--- config.mk ---
export PLATFORM = sky130hd
export DESIGN_NAME = slave_packer
export DESIGN_NICKNAME = d
export VERILOG_FILES = /design/src/rtl/slave_packer.sv
export SDC_FILE = /design/constraint.sdc
export NUM_CORES = 1
export LEC_CHECK = 0
export CAP_MARGIN = 5
export CORE_MARGIN = 3
export CORE_UTILIZATION = 45
export CTS_CLUSTER_SIZE = 30
export DETAILED_ROUTE_END_ITERATION = 12
export PLACE_DENSITY_LB_ADDON = 0.08
export SYNTH_ARGS = -nofsm -noshare
export SYNTH_HDL_FRONTEND = slang
export SYNTH_SLANG_ARGS = --single-unit
--- constraint.sdc ---
create_clock -name clk -period 2.05 [get_ports clk]
set_clock_uncertainty 0.2 [all_clocks]
set_input_delay 0.3075 -clock clk [delete_from_list [all_inputs] [get_ports clk]]
set_output_delay 0.3075 -clock clk [all_outputs]
set_load 0.02 [all_outputs]
--- src/rtl/slave_packer.sv ---
// Stream-receive buffer: packs kept input lanes into one entry per beat and queues it in a DEPTH-entry FIFO.
// Build option: define SLAVE_PACKER_COMPACT_EN to compact kept lanes to the low positions; otherwise lanes stay in place.
module slave_packer #(
  parameter int S_KEEP_WIDTH    = 3,
  parameter int T_DATA_WIDTH    = 1,
  parameter int DEPTH           = 4,
  parameter int BUF_IN_ENTRY_SZ = (2 + T_DATA_WIDTH) * S_KEEP_WIDTH
) (
  input  logic                       clk,
  input  logic                       rst_n,
  input  logic                       s_valid_i,
  output logic                       s_ready_o,
  input  logic                       s_last_i,
  input  logic [S_KEEP_WIDTH-1:0]    s_keep_i,
  input  logic [T_DATA_WIDTH-1:0]    s_data_i [S_KEEP_WIDTH],
  output logic [BUF_IN_ENTRY_SZ-1:0] slave_entry_o,
  output logic                       slave_entry_valid_o,
  input  logic                       slave_entry_ready_i,
  output logic                       underflow,
  output logic                       full_o,
  output logic [$clog2(DEPTH):0]     count_o
);

  localparam int LW = 2 + T_DATA_WIDTH;
  localparam int AW = $clog2(DEPTH);
  localparam int CW = AW + 1;

  // Handshakes: a beat transfers on an edge where s_valid_i && s_ready_o; an entry
  // leaves on an edge where slave_entry_valid_o && slave_entry_ready_i. Neither side
  // may make its valid depend combinationally on the other side's ready.

  logic [BUF_IN_ENTRY_SZ-1:0] mem_q [DEPTH];
  logic [CW-1:0]              wr_ptr_q, wr_ptr_d;
  logic [CW-1:0]              rd_ptr_q, rd_ptr_d;
  logic [CW-1:0]              count_q, count_d;
  logic                       full_q, full_d;
  logic                       empty_q, empty_d;
  logic                       s_ready_q, s_ready_d;
  logic [BUF_IN_ENTRY_SZ-1:0] entry_d;
  logic                       wr_needed;
  logic                       wr_en;
  logic                       rd_en;

  always_comb begin
    int pos;
    int last_pos;
    entry_d  = '0;
    pos      = 0;
    last_pos = 0;
    for (int i = 0; i < S_KEEP_WIDTH; i++) begin
      if (s_keep_i[i]) begin
`ifdef SLAVE_PACKER_COMPACT_EN
        entry_d[pos*LW +: LW] = {s_data_i[i], 1'b0, 1'b1};
        last_pos = pos;
        pos = pos + 1;
`else
        entry_d[i*LW +: LW] = {s_data_i[i], 1'b0, 1'b1};
        last_pos = i;
`endif
      end
    end
    // With no kept lanes last_pos stays 0, so a bare end-of-packet marks lane 0.
    if (s_last_i) entry_d[last_pos*LW + 1] = 1'b1;
  end

  assign wr_needed = (|s_keep_i) | s_last_i;
  assign wr_en     = s_valid_i & s_ready_q & wr_needed;
  assign rd_en     = slave_entry_ready_i & ~empty_q;

  always_comb begin
    wr_ptr_d  = wr_en ? wr_ptr_q + CW'(1) : wr_ptr_q;
    rd_ptr_d  = rd_en ? rd_ptr_q + CW'(1) : rd_ptr_q;
    count_d   = wr_ptr_d - rd_ptr_d;
    empty_d   = (wr_ptr_d == rd_ptr_d);
    full_d    = (wr_ptr_d[AW-1:0] == rd_ptr_d[AW-1:0]) && (wr_ptr_d[AW] != rd_ptr_d[AW]);
    s_ready_d = ~full_d;
  end

  always_ff @(posedge clk or negedge rst_n) begin
    if (!rst_n) begin
      wr_ptr_q  <= '0;
      rd_ptr_q  <= '0;
      count_q   <= '0;
      full_q    <= 1'b0;
      empty_q   <= 1'b1;
      s_ready_q <= 1'b0;
    end else begin
      wr_ptr_q  <= wr_ptr_d;
      rd_ptr_q  <= rd_ptr_d;
      count_q   <= count_d;
      full_q    <= full_d;
      empty_q   <= empty_d;
      s_ready_q <= s_ready_d;
    end
  end

  // Storage is deliberately left out of reset; the output mux hides stale data while empty.
  always_ff @(posedge clk) begin
    if (wr_en) mem_q[wr_ptr_q[AW-1:0]] <= entry_d;
  end

  assign slave_entry_o       = empty_q ? '0 : mem_q[rd_ptr_q[AW-1:0]];
  assign slave_entry_valid_o = ~empty_q;
  assign underflow           = empty_q;
  assign full_o              = full_q;
  assign count_o             = count_q;
  assign s_ready_o           = s_ready_q;

endmodule

[Yosys cells after proc, flatten, opt, wreduce, memory -nomap -nowiden]
Memories as Yosys holds them, arrays and structs flattened.
Index checks and enable logic that the tools add are counted.
Operators by class
  equal/unequal tests: 3
  bitwise gates (word level): 7
  multipliers: 1
  mux-type cells: 13
  add/sub/neg operators: 4
  order comparisons: 2
  reductions and logical operators: 3
Operators by type and width (count)
  adder 32 x 2 -> 32 bit, second input constant: 1
  greater-or-equal comparator 32 x 1 -> 1 bit, second input constant: 1
  < comparator 32 x 6 -> 1 bit, second input constant: 1
  multiplier 32 x 3 -> 32 bit, second input constant: 1
  two-way mux 32 bit: 1
  two-way mux 9 bit: 2
  two-way mux 3 bit: 5
  bitwise OR 9 bit: 1
  adder 3 x 1 -> 3 bit, second input constant: 2
  demux 1 bit (select 4 bit): 1
  two-way mux 1 bit: 4
  AND 1 bit: 3
  == test 3 bit: 1
  OR reduction 3 bit: 1
  subtractor 3 bit: 1
  == test 2 bit: 1
  logical AND 1 bit: 2
  inverter 1 bit: 2
  != test 1 bit: 1
  bitwise OR 1 bit: 1
Storage, ports and cells
  register bits after elaboration: 12
  input port bits: 11
  memories kept: 1
  output and inout bits: 16
  logic and storage cells: 40
  bits in writable memories: 36
Memory list
  mem_q: words 4, width 9, read ports 1, clocked after memory_dff 0, write ports 1, RTL line 32  | logic [BUF_IN_ENTRY_SZ-1:0] mem_q [DEPTH];

[Longest topological paths before layout]
Gate-level depths: netlist (run 1).
  depth after elaboration: 10
  depth in mapped cells: 7
  depth with buffers taken out: 6

[Least setup slack after synthesis (run 1)]
Ideal clock, no wire load.
  kind: input -> register
  start: input port s_keep_i[2]
  end: register full_q (netlist: full_o)
  buffers on the path: 1
  arrival time: 1997 ps
  slack: -266 ps
  cell stages on the path: 6
  cell sequence: or4_1 and3_2 clkbuf_2 o21ai_0 ha_1 and3b_1
Between the ends
  cells in the longest elaborated chain, start to end: 6
Ends and longest elaborated chain
  from (decl): RTL line 14  | input logic [S_KEEP_WIDTH-1:0] s_keep_i,
  OR reduction 3 bit: RTL line 66  | assign wr_needed = (|s_keep_i) | s_last_i;
  bitwise OR 1 bit: RTL line 66
  AND 1 bit: RTL line 67  | assign wr_en = s_valid_i & s_ready_q & wr_needed;
  two-way mux 3 bit: RTL line 71  | wr_ptr_d = wr_en ? wr_ptr_q + CW'(1) : wr_ptr_q;
  via wr_ptr_d[1]: RTL line 33  | logic [CW-1:0] wr_ptr_q, wr_ptr_d;
  == test 2 bit: RTL line 75  | full_d = (wr_ptr_d[AW-1:0] == rd_ptr_d[AW-1:0]) && (wr_ptr_d[AW] != rd_ptr_d[AW]);
  logical AND 1 bit: RTL line 75
  via full_d: RTL line 36  | logic full_q, full_d;
  to (signal assigned): RTL line 91  | full_q <= full_d;
  to (decl): RTL line 36
The timed path passes the listed nets, and every way through them passes these cells.

[Worst setup path in the final report (run 1)]
  start: register rd_ptr_q[0]
  end: output port slave_entry_o[6]
Between the ends
  cells in the longest elaborated chain, start to end: 2
Ends and longest elaborated chain
  from (decl): RTL line 34  | logic [CW-1:0] rd_ptr_q, rd_ptr_d;
  from (signal assigned): RTL line 89  | rd_ptr_q <= rd_ptr_d;
  memory (4 x 9 bit)
  two-way mux 9 bit: RTL line 102  | assign slave_entry_o = empty_q ? '0 : mem_q[rd_ptr_q[AW-1:0]];
  to (decl): RTL line 16  | output logic [BUF_IN_ENTRY_SZ-1:0] slave_entry_o,
No other way between the ends.

==> reports/metrics.yaml, run 1 <==
setup_viol: 9
core_um2: 4173
initial_core_util_pct: 48.94
criticalPathCategory: "reg2out"
synth_most_common_cell: "edfxtp_1"
cts-buffers-inserted: 5
fp.dieW_um: 73.36
layout-drive-gt1-share_pct: 44.74
grt_max_degree: 15
gp_congestion: 0.6983
synth-seq-cells: 48
fp.dieH_um: 73.36
synth_area_um2: 2042
fill_cells: 330
crit_required_ns: 1.54
crit_path_max_fanout: 5
hpwl_um: 2425
setup_ws_ns: -0.07523
cp.arrival_ns: 1.62
synth_top_cell_by_area: "edfxtp_1"
area_growth_pct: 29.47
cts_tree: "done"
p_total_mw: 4.220
synthCells: 112
synth_nets: 130
synth_flop_cell: "edfxtp_1"
hp-class: "in2reg"
ir_worst_vdd_mv: 0.9163
root_buffer: "clkbuf_8"
post-route-util_pct: 63.36
tightest_slew_ns: 0.5282
final_area_um2: 2644
fmax_mhz: 470.5
finalHoldViolations: 0
cp-start-kind: "flip-flop"
ant_nets: 0
synthTopCellsByCount: "edfxtp_1, and2_1, dfrtp_1"
rsz0062_at_grt: "yes"
drv_slew: 0
dpl-instance-area_um2: 2427
num_io_pins: 27
violations: "setup timing"
slew_headroom_pct: 64.67
yosys-top-cells-area: "edfxtp_1, dfrtp_1, mux4_2"
p_per_area_nw_per_um2: 1596
grt_pass1_wl_um: 5706
diodes: 0
place_ws_ns: -0.6038
drc: 0
synth_edf_count: 36
clkTransAtPathRegs_ns: 0.08
dieArea_um2: 5382
htreeDepth: 2
dr.pass1.iters: 4
leakagePower_nw: 1.038
yosys_warnings: 0
clk_latency_ns: 0.30
viasPerCell: 5.188
clock-sinks: 48
drt_first_iter_violations: 31
wirelength_um: 3641
io_buffers: 26
drv_cap: 0
grt_use_total_pct: 15.04
endpoint_kind: "output port"
final_nets: 169
grt_pass1_vias: 1087
avgSynthCellArea_um2: 18.23
yosysSeqAreaShare_pct: 67.71
fin_crit_ns: 2.125
grt-ovfl-total: 0
status: "complete, but fails checks"
clk_path_buf_depth: 2
async_reset_ff_share_pct: 25.00
antenna_found_initial: 0
finalCritPeriodShare_pct: 103.7
rows: 23
synth_top_area_share_pct: 52.94
post_drt_wl_per_cell_um: 18.02
yosysUniqueCellTypes: 31
vias: 1048
## cell families after synthesis
group | after synthesis | share of synthesized area [%]
xor+xnor | 7 | 4.473
buf+inv | 11 | 2.818
compound gates | 1 | 0.2449
flops | 48 | 67.71
mux | 10 | 10.48
fa+ha+maj | 7 | 4.657
simple gates | 28 | 9.620
## routing by layer
layer  up-vias  track usage (%)  wire length, um
met1       530            16.61             1494
met4         0            6.036               62
met5         -                0                0
met3         7            4.378              145
li1        489                -                -
met2        22            27.01             1938
## worst paths after layout
path	endpoint	cells past startpoint	startpoint	slack, ns
min in group asynchronous	rd_ptr_q[1]	1	rst_n	0.15
hold reg to reg	wr_ptr_q[2]	1	wr_ptr_q[2]	0.28
hold / removal	mem_q[2][0]	1	s_keep_i[0]	0.08
setup / recovery	slave_entry_o[6]	4	rd_ptr_q[0]	-0.08
max in group asynchronous	underflow	1	rst_n	1.14
setup reg to reg	count_o[1]	6	rd_ptr_q[0]	0.04
## stage by stage
stage	cells	setup TNS [ns]	hold slack, ns
6_report	202	-0.6007	0.08242
5_1_grt	202	-1.159	0.05877
4_1_cts	200	-0.9560	0.1575
3_5_place_dp	191	-15.53	0.2647
3_3_place_gp	191	-15.48	0.2616
2_1_floorplan	112	-0.4405	-0.1881
## what timing repair did
| item | CTS | global route |
|---|---|---|
| hold endpoints to repair | 0 | 0 |
| hold buffers | 0 | 0 |
| gates resized for setup | 68 | 21 |
| setup endpoints to repair | 43 | 14 |
| pin swaps | 4 | 5 |
| buffers inserted | 1 | 1 |
| gates cloned | 0 | 1 |
## state kept, by name (all words and copies together) (netlist names)
| signal | cells |
|---|---|
| count_o | 3 |
| full_o | 1 |
| mem_q | 36 |
| rd_ptr_q | 3 |
| s_ready_o | 1 |
| underflow | 1 |
| wr_ptr_q | 3 |
## layout make-up
cell class | count | area (um^2) | share of cell area (%)
Sequential cell | 48 | 1383 | 52.30
Multi-Input combinational cell | 53 | 695.7 | 26.31
Timing Repair Buffer | 38 | 369.1 | 13.96
Clock buffer | 6 | 72.57 | 2.745
Tap cell | 50 | 62.56 | 2.366
Clock inverter | 2 | 35.03 | 1.325
Inverter | 4 | 21.27 | 0.8045
Timing Repair inverter | 1 | 5.005 | 0.1893
## placed cells by master (no fill, tap or decap), types with 2 or more instances in the layout
cell / netlist / final
xnor2_2: 0 / 2
mux4_2: 9 / 9
xor2_1: 2 / 2
inv_1: 4 / 2
clkbuf_8: 0 / 5
edfxtp_1: 36 / 36
nand3b_1: 2 / 2
dfrtp_1: 11 / 11
buf_4: 0 / 9
and2_2: 2 / 2
clkdlybuf4s15_1: 0 / 2
clkdlybuf4s50_1: 0 / 11
buf_6: 1 / 11
clkbuf_2: 1 / 3
and2_4: 0 / 9
ha_1: 6 / 5
and2_1: 14 / 5
## critical path: stages, from the launching register on
cell	delay, ns
dfrtp_1	0.38
buf_6	0.16
mux4_2	0.49
and2_4	0.17
buf_6	0.12
## report_power, final
part | internal (mW) | switching, mW
logic | 1.21 | 0.940
registers | 1.31 | 0.0929
clock network | 0.362 | 0.307
(Power assumes the default switching activity.)
==> run 2: changes to the inputs <==
--- a/config.mk
+++ b/config.mk
@@ -5,9 +5,9 @@
 export SDC_FILE = /design/constraint.sdc
 export NUM_CORES = 1
 export LEC_CHECK = 0
-export CAP_MARGIN = 5
 export CORE_MARGIN = 3
 export CORE_UTILIZATION = 45
+export CTS_CLUSTER_DIAMETER = 60
 export CTS_CLUSTER_SIZE = 30
 export DETAILED_ROUTE_END_ITERATION = 12
 export PLACE_DENSITY_LB_ADDON = 0.08
==> results of run 2 <==
The final DEF is identical to that of run 1; final timing and power are the same.
